$ cat src/rtl/stfq_pkg.sv
// Shared STFQ types and the wrap-around "later" comparison used by the rank
// computer and the scheduler-side bench.
package stfq_pkg;

  localparam int DEF_NUM_FLOWS = 8;
  localparam int DEF_LEN_W     = 16;

  typedef logic [31:0] rank_t;
  typedef logic [3:0]  shift_t;

  // Serial-number comparison: a wins only when strictly ahead of b modulo 2^32.
  function automatic rank_t later(input rank_t a, input rank_t b);
    rank_t diff;
    diff = a - b;
    return ($signed(diff) > 0) ? a : b;
  endfunction

endpackage

$ cat src/rtl/stfq_rank_computer_if.sv
// Descriptor-in / push-out / virtual-time bus of the STFQ rank computer.
// The cfg_* weight-write signals exist only when STFQ_WEIGHT_CFG_EN is defined.
interface stfq_rank_computer_if
  import stfq_pkg::*;
#(
  parameter int NUM_FLOWS = DEF_NUM_FLOWS,
  parameter int LEN_W     = DEF_LEN_W
) ();
  localparam int FLOW_W = $clog2(NUM_FLOWS);

  logic              in_valid;
  logic              in_ready;
  logic [FLOW_W-1:0] in_flow;
  logic [LEN_W-1:0]  in_len;
  logic [31:0]       in_value;
  logic              out_push;
  rank_t             out_rank;
  logic [31:0]       out_value;
  logic              out_can_push;
  logic              vt_valid;
  rank_t             vt_value;
`ifdef STFQ_WEIGHT_CFG_EN
  logic              cfg_we;
  logic [FLOW_W-1:0] cfg_flow;
  shift_t            cfg_shift;

  modport master (
    output in_valid, in_flow, in_len, in_value, out_can_push, vt_valid, vt_value,
           cfg_we, cfg_flow, cfg_shift,
    input  in_ready, out_push, out_rank, out_value
  );
  modport slave (
    input  in_valid, in_flow, in_len, in_value, out_can_push, vt_valid, vt_value,
           cfg_we, cfg_flow, cfg_shift,
    output in_ready, out_push, out_rank, out_value
  );
`else
  modport master (
    output in_valid, in_flow, in_len, in_value, out_can_push, vt_valid, vt_value,
    input  in_ready, out_push, out_rank, out_value
  );
  modport slave (
    input  in_valid, in_flow, in_len, in_value, out_can_push, vt_valid, vt_value,
    output in_ready, out_push, out_rank, out_value
  );
`endif

endinterface

$ cat src/rtl/stfq_flow_table.sv
// Per-flow finish tags F[] and weight shifts S[]; one combinational read port,
// one accept-update write port, and (with STFQ_WEIGHT_CFG_EN) a shift write port.
module stfq_flow_table
  import stfq_pkg::*;
#(
  parameter int NUM_FLOWS = DEF_NUM_FLOWS,
  parameter int FLOW_W    = $clog2(NUM_FLOWS)
) (
  input  logic              clk,
  input  logic              rst,
  input  logic [FLOW_W-1:0] i_rd_flow,
  output rank_t             o_rd_finish,
  output shift_t            o_rd_shift,
  input  logic              i_upd_en,
  input  logic [FLOW_W-1:0] i_upd_flow,
  input  rank_t             i_upd_finish
`ifdef STFQ_WEIGHT_CFG_EN
  ,
  input  logic              i_cfg_we,
  input  logic [FLOW_W-1:0] i_cfg_flow,
  input  shift_t            i_cfg_shift
`endif
);

  rank_t r_finish [NUM_FLOWS];

  assign o_rd_finish = r_finish[i_rd_flow];

  // NOTE: the table is a small flop array, so it can be cleared by reset;
  // a RAM-style memory could not be, and stale tags would leak across reset.
  always_ff @(posedge clk) begin
    if (rst) begin
      for (int f = 0; f < NUM_FLOWS; f++) r_finish[f] <= '0;
    end else if (i_upd_en) begin
      r_finish[i_upd_flow] <= i_upd_finish;
    end
  end

`ifdef STFQ_WEIGHT_CFG_EN
  shift_t r_shift [NUM_FLOWS];

  assign o_rd_shift = r_shift[i_rd_flow];

  always_ff @(posedge clk) begin
    if (rst) begin
      for (int f = 0; f < NUM_FLOWS; f++) r_shift[f] <= '0;
    end else if (i_cfg_we) begin
      r_shift[i_cfg_flow] <= i_cfg_shift;
    end
  end
`else
  assign o_rd_shift = '0;
`endif

endmodule

$ cat src/rtl/stfq_rank_computer.sv
// STFQ start-tag (rank) computer feeding a flow scheduler push port through a
// one-deep holding register. Weighted flows require STFQ_WEIGHT_CFG_EN.
module stfq_rank_computer
  import stfq_pkg::*;
#(
  parameter int NUM_FLOWS = DEF_NUM_FLOWS,
  parameter int LEN_W     = DEF_LEN_W
) (
  input  logic                 clk,
  input  logic                 rst,
  stfq_rank_computer_if.slave  bus
);

  rank_t            r_vtime;
  logic             r_pend;
  rank_t            r_rank;
  logic [31:0]      r_value;

  rank_t            w_rd_finish;
  shift_t           w_shift;
  rank_t            w_start;
  rank_t            w_finish;
  logic [LEN_W-1:0] w_len;
  logic             w_accept;
  logic             w_push;

  assign w_len    = bus.in_len;
  assign w_start  = later(w_rd_finish, r_vtime);
  assign w_finish = w_start + (32'(w_len) >> w_shift);

  assign bus.in_ready = !r_pend || bus.out_can_push;
  assign w_accept     = bus.in_valid && bus.in_ready && !rst;
  // Reset also suppresses a push of the descriptor being discarded.
  assign w_push       = r_pend && bus.out_can_push && !rst;

  assign bus.out_push  = w_push;
  assign bus.out_rank  = r_rank;
  assign bus.out_value = r_value;

  stfq_flow_table #(
    .NUM_FLOWS (NUM_FLOWS)
  ) u_flow_table (
    .clk          (clk),
    .rst          (rst),
    .i_rd_flow    (bus.in_flow),
    .o_rd_finish  (w_rd_finish),
    .o_rd_shift   (w_shift),
    .i_upd_en     (w_accept),
    .i_upd_flow   (bus.in_flow),
    .i_upd_finish (w_finish)
`ifdef STFQ_WEIGHT_CFG_EN
    ,
    .i_cfg_we     (bus.cfg_we),
    .i_cfg_flow   (bus.cfg_flow),
    .i_cfg_shift  (bus.cfg_shift)
`endif
  );

  // A same-cycle accept refills the register behind the departing push.
  always_ff @(posedge clk) begin
    if (rst) begin
      r_pend  <= 1'b0;
      r_rank  <= '0;
      r_value <= '0;
    end else if (w_accept) begin
      r_pend  <= 1'b1;
      r_rank  <= w_start;
      r_value <= bus.in_value;
    end else if (w_push) begin
      r_pend  <= 1'b0;
    end
  end

  always_ff @(posedge clk) begin
    if (rst) begin
      r_vtime <= '0;
    end else if (bus.vt_valid) begin
      r_vtime <= later(bus.vt_value, r_vtime);
    end
  end

endmodule

$ cat src/flat_wrapper.sv
// flat-port wrapper written by rule: the top's interface ports become plain ports
module stfq_rank_computer_flat import stfq_pkg::*;
#(
  parameter int NUM_FLOWS = DEF_NUM_FLOWS,
  parameter int LEN_W     = DEF_LEN_W
)
  (clk, rst, bus_in_valid, bus_in_flow, bus_in_len, bus_in_value, bus_out_can_push, bus_vt_valid, bus_vt_value, bus_in_ready, bus_out_push, bus_out_rank, bus_out_value);
  stfq_rank_computer_if #(.NUM_FLOWS(NUM_FLOWS), .LEN_W(LEN_W)) bus_i ();
  input  logic clk;
  input  logic rst;
  input wire logic [$bits(bus_i.in_valid)-1:0] bus_in_valid;
  input wire logic [$bits(bus_i.in_flow)-1:0] bus_in_flow;
  input wire logic [$bits(bus_i.in_len)-1:0] bus_in_len;
  input wire logic [$bits(bus_i.in_value)-1:0] bus_in_value;
  input wire logic [$bits(bus_i.out_can_push)-1:0] bus_out_can_push;
  input wire logic [$bits(bus_i.vt_valid)-1:0] bus_vt_valid;
  input wire logic [$bits(bus_i.vt_value)-1:0] bus_vt_value;
  output wire logic [$bits(bus_i.in_ready)-1:0] bus_in_ready;
  output wire logic [$bits(bus_i.out_push)-1:0] bus_out_push;
  output wire logic [$bits(bus_i.out_rank)-1:0] bus_out_rank;
  output wire logic [$bits(bus_i.out_value)-1:0] bus_out_value;
  assign bus_i.in_valid = bus_in_valid;
  assign bus_i.in_flow = bus_in_flow;
  assign bus_i.in_len = bus_in_len;
  assign bus_i.in_value = bus_in_value;
  assign bus_i.out_can_push = bus_out_can_push;
  assign bus_i.vt_valid = bus_vt_valid;
  assign bus_i.vt_value = bus_vt_value;
  assign bus_in_ready = bus_i.in_ready;
  assign bus_out_push = bus_i.out_push;
  assign bus_out_rank = bus_i.out_rank;
  assign bus_out_value = bus_i.out_value;
  stfq_rank_computer #(.NUM_FLOWS(NUM_FLOWS), .LEN_W(LEN_W)) u_core (.clk(clk), .rst(rst), .bus(bus_i));
endmodule
$ cat config.mk
export PLATFORM = sky130hd
export DESIGN_NAME = stfq_rank_computer_flat
export DESIGN_NICKNAME = d
export VERILOG_FILES = /design/src/rtl/stfq_pkg.sv /design/src/rtl/stfq_rank_computer_if.sv /design/src/rtl/stfq_flow_table.sv /design/src/rtl/stfq_rank_computer.sv /design/src/flat_wrapper.sv
export SDC_FILE = /design/constraint.sdc
export NUM_CORES = 1
export LEC_CHECK = 0
export CAP_MARGIN = 30
export CORE_ASPECT_RATIO = 0.5
export CORE_MARGIN = 1.5
export CORE_UTILIZATION = 50
export DETAILED_ROUTE_END_ITERATION = 8
export DONT_BUFFER_PORTS = 1
export GPL_TIMING_DRIVEN = 0
export PLACE_DENSITY = 0.78
export SYNTH_ARGS = -nofsm -noshare
export SYNTH_HDL_FRONTEND = slang
export SYNTH_SLANG_ARGS = --single-unit
$ cat constraint.sdc
create_clock -name clk -period 9.7 [get_ports clk]
set_clock_uncertainty 0.1 [all_clocks]
set_input_delay 1.94 -clock clk [delete_from_list [all_inputs] [get_ports clk]]
set_output_delay 1.94 -clock clk [all_outputs]
set_load 0.03 [all_outputs]
==> results.cfg <==
[routing]
drt_iter0_markers = 2280
drc = 0
first_pass_iters = 5
detail-route-antenna-nets = 0
routed_wl_um = 67400
num_vias = 17992
avgRoutedWirePerCell_um = 24.4
via_per_inst = 6.52

[synthesis]
synth_area_per_cell_um2 = 9.73
netlist_instances = 2117
seq_area_frac_synth_pct = 46.7
ys_top_cells_by_area = edfxtp_1, dfxtp_1, nor2_1
synth_area_mm2 = 0.0206
syn_nets = 2286
ys_types = 90
ys_warn_count = 0
synth_top_area_cell = edfxtp_1
ys_ff_latch = 353
synthArstFlopShare_pct = 0
synth_top_cell_area_share_pct = 37.3
synthFlopType = edfxtp_1
synth-edff-count = 256

[floorplanning]
initial_core_util_pct = 50.8
rows = 52
chipWidth_um = 290
core_mm2 = 0.0405
fp.dieH_um = 147
dieArea_mm2 = 0.0425
ioPinCount = 154

[clocking]
clk_pin_slew_ns = 0.06
numCtsBuffers = 35
cts.path.max_buffers = 3
cts.sinks = 353
htree_num_levels = 2
cts_tree = yes
cts_root_buffer = clkbuf_16
clock_latency_ns = 0.56

[critical_path]
critPathSlowestCell = or4_4
arrival_ns = 9.59
cpPeakStageDelay_ns = 0.55
critPathKind = in2reg
critPathCaptureType = flop
crit_path_max_fanout = 10
critPathMostFrequentCell = buf_6
cp-start-kind = input pin
required_ns = 9.86

[pwr]
leakage_nw = 8.55
ir_drop_mv = 0.106
powerDensity_mw_per_mm2 = 208
total_power_mw = 4.89

[global_route]
grt_pass1_wl_um = 100000
grt_max_degree = 24
grt_overflow = 0
track_usage_pct = 30.6
first_global_vias = 16940
antenna_found_initial = 0

[timing]
drv_slew = 0
tightest_slew_ns = 0.973
period_minus_slack_ns = 9.43
setup_viol = 0
fmax_mhz = 106
hold_viol = 0
slew_headroom_pct = 34.7
min_period_over_period_pct = 97.3

[final_layout]
drive_gt1_share_pct = 14.2
fin_cells = 2761
layout.nets = 2365
antennaDiodeCount = 0
syn_to_final_growth_pct = 14.2
post-route-util_pct = 58.1

[place]
place_congestion = 0.990
io_buffers = 0
dp.cells = 2665
hpwl_um = 47300

[outcome]
status = completed

[worst_hold_path]
hold_class = reg2reg

[run]
maxCapViolations = 0
## power by group
part           total [mW]  switching [mW]  leakage, nW  internal (mW)
Sequential           1.82           0.108         3.45           1.71
Combinational        1.79            1.14         4.60          0.644
Clock                1.29           0.614        0.496          0.671
Total                4.89            1.87         8.55           3.03
## area by class of cell
| cell class | count | area [um2] |
|---|---|---|
| fillers | 3322 | 17000 |
| multi-input cells | 1564 | 10600 |
| flip-flops and latches | 353 | 9630 |
| clock buffers | 41 | 898 |
| plain buffers | 127 | 726 |
| well taps | 540 | 676 |
| repair buffers | 55 | 623 |
| inverters | 60 | 229 |
| clock inverters | 21 | 134 |
## stage by stage
| stage | area, um2 | setup slack (ns) | TNS [ns] | hold slack, ns |
|---|---|---|---|---|
| 3_5_place_dp | 21500 | -2.83 | -502.05 | 0.382 |
| 3_3_place_gp | 21300 | -2.73 | -482.26 | 0.373 |
| 6_report | 23500 | 0.267 | 0 | 0.396 |
| 5_1_grt | 23500 | -0.0510 | -0.401 | 0.424 |
| 2_1_floorplan | 20600 | 0.112 | 0 | 0.360 |
| 4_1_cts | 23100 | 0.0126 | 0 | 0.398 |
## cell usage after synthesis, drive strengths merged, types with 7 or more instances
cell     count
o211ai      30
nand2b      29
nor3b       16
nor4        18
nand3       46
buf         41
a22o         8
xnor2       48
a211oi      10
a31oi       14
nand4       32
xor2        28
o2111ai     13
inv         60
a21oi      138
dfxtp       97
nor2b       11
and3        33
and4        14
clkbuf      99
nor2       349
o21a        16
a22oi       83
a21o        34
a221oi      14
a311o       12
and2        14
nand2      175
ha          78
mux2i       61
or4          7
nor3        38
mux2         9
o21ai       86
edfxtp     256
## sequential cells by signal (all words and copies together) (netlist names)
signal / flops
u_core.u_flow_table.r_finish: 256
u_core.bus.out_rank: 32
u_core.r_pend: 1
u_core.bus.out_value: 32
u_core.r_vtime: 32
## cell families (layout without fill, tap and decap cells)
kind of cell               after synthesis  after routing  synth area share (%)
xor gates and xnor gates                76             76                  3.23
DFF                                    353            353                  46.7
adders and majority gates               81             81                  5.03
buffers and inverters                  200            304                  4.07
AOI/OAI and AO/OA                      518            518                  17.4
muxes                                   76             76                  4.74
and+or+nand+nor                        813            813                  18.8
## worst max-delay path: cells and delay by family
kind,cells,cell delay (ns)
compound gates,11,2.23
xor+xnor,1,0.11
fa+ha+maj,2,0.58
buf+inv,8,1.43
mux,2,0.65
simple gates,11,2.62
## repair_timing
action | CTS | global route
setup buffers | 17 | 30
hold buffers | 0 | 0
setup endpoints to repair | 248 | 160
gates resized for setup | 102 | 88
pin swaps | 10 | 24
## path summary, 6_finish.rpt
check / depth (start not counted) / from / end / slack (ns)
worst max-delay path: 35 / bus_in_flow[1] / u_core.u_flow_table.r_finish[0][19] / 0.27
worst min-delay path: 2 / u_core.r_vtime[6] / u_core.r_vtime[6] / 0.40
worst max register to register: 33 / u_core.u_flow_table.r_finish[3][18] / u_core.u_flow_table.r_finish[0][19] / 1.62
worst min register to register: 2 / u_core.r_vtime[6] / u_core.r_vtime[6] / 0.40
## layer usage
| metal | vias to the layer above | wire length, um | global-route usage [%] |
|---|---|---|---|
| met1 | 8580 | 25900 | 40.3 |
| met2 | 1226 | 30500 | 49.1 |
| li1 | 7976 | - | - |
| met4 | 2 | 2570 | 11.6 |
| met5 | - | 55 | 0 |
| met3 | 208 | 8340 | 7.47 |
## cell usage in the layout (no fill, tap or decap), types with 20 or more instances in the layout
cell       count
mux2i_1       45
a22oi_1       82
and3_1        32
o211ai_1      20
dfxtp_1       97
ha_1          64
nor3_1        26
buf_4         48
xnor2_1       46
nand2b_1      20
clkbuf_16     35
o21ai_0       77
a21o_1        34
nand2_1      175
a21oi_1      120
xor2_1        28
clkbuf_1      70
nand4_1       32
nand3_1       41
edfxtp_1     256
nor2_2        26
inv_1         59
nor2_1       323
Note: power is estimated with default switching activity, not from simulation.
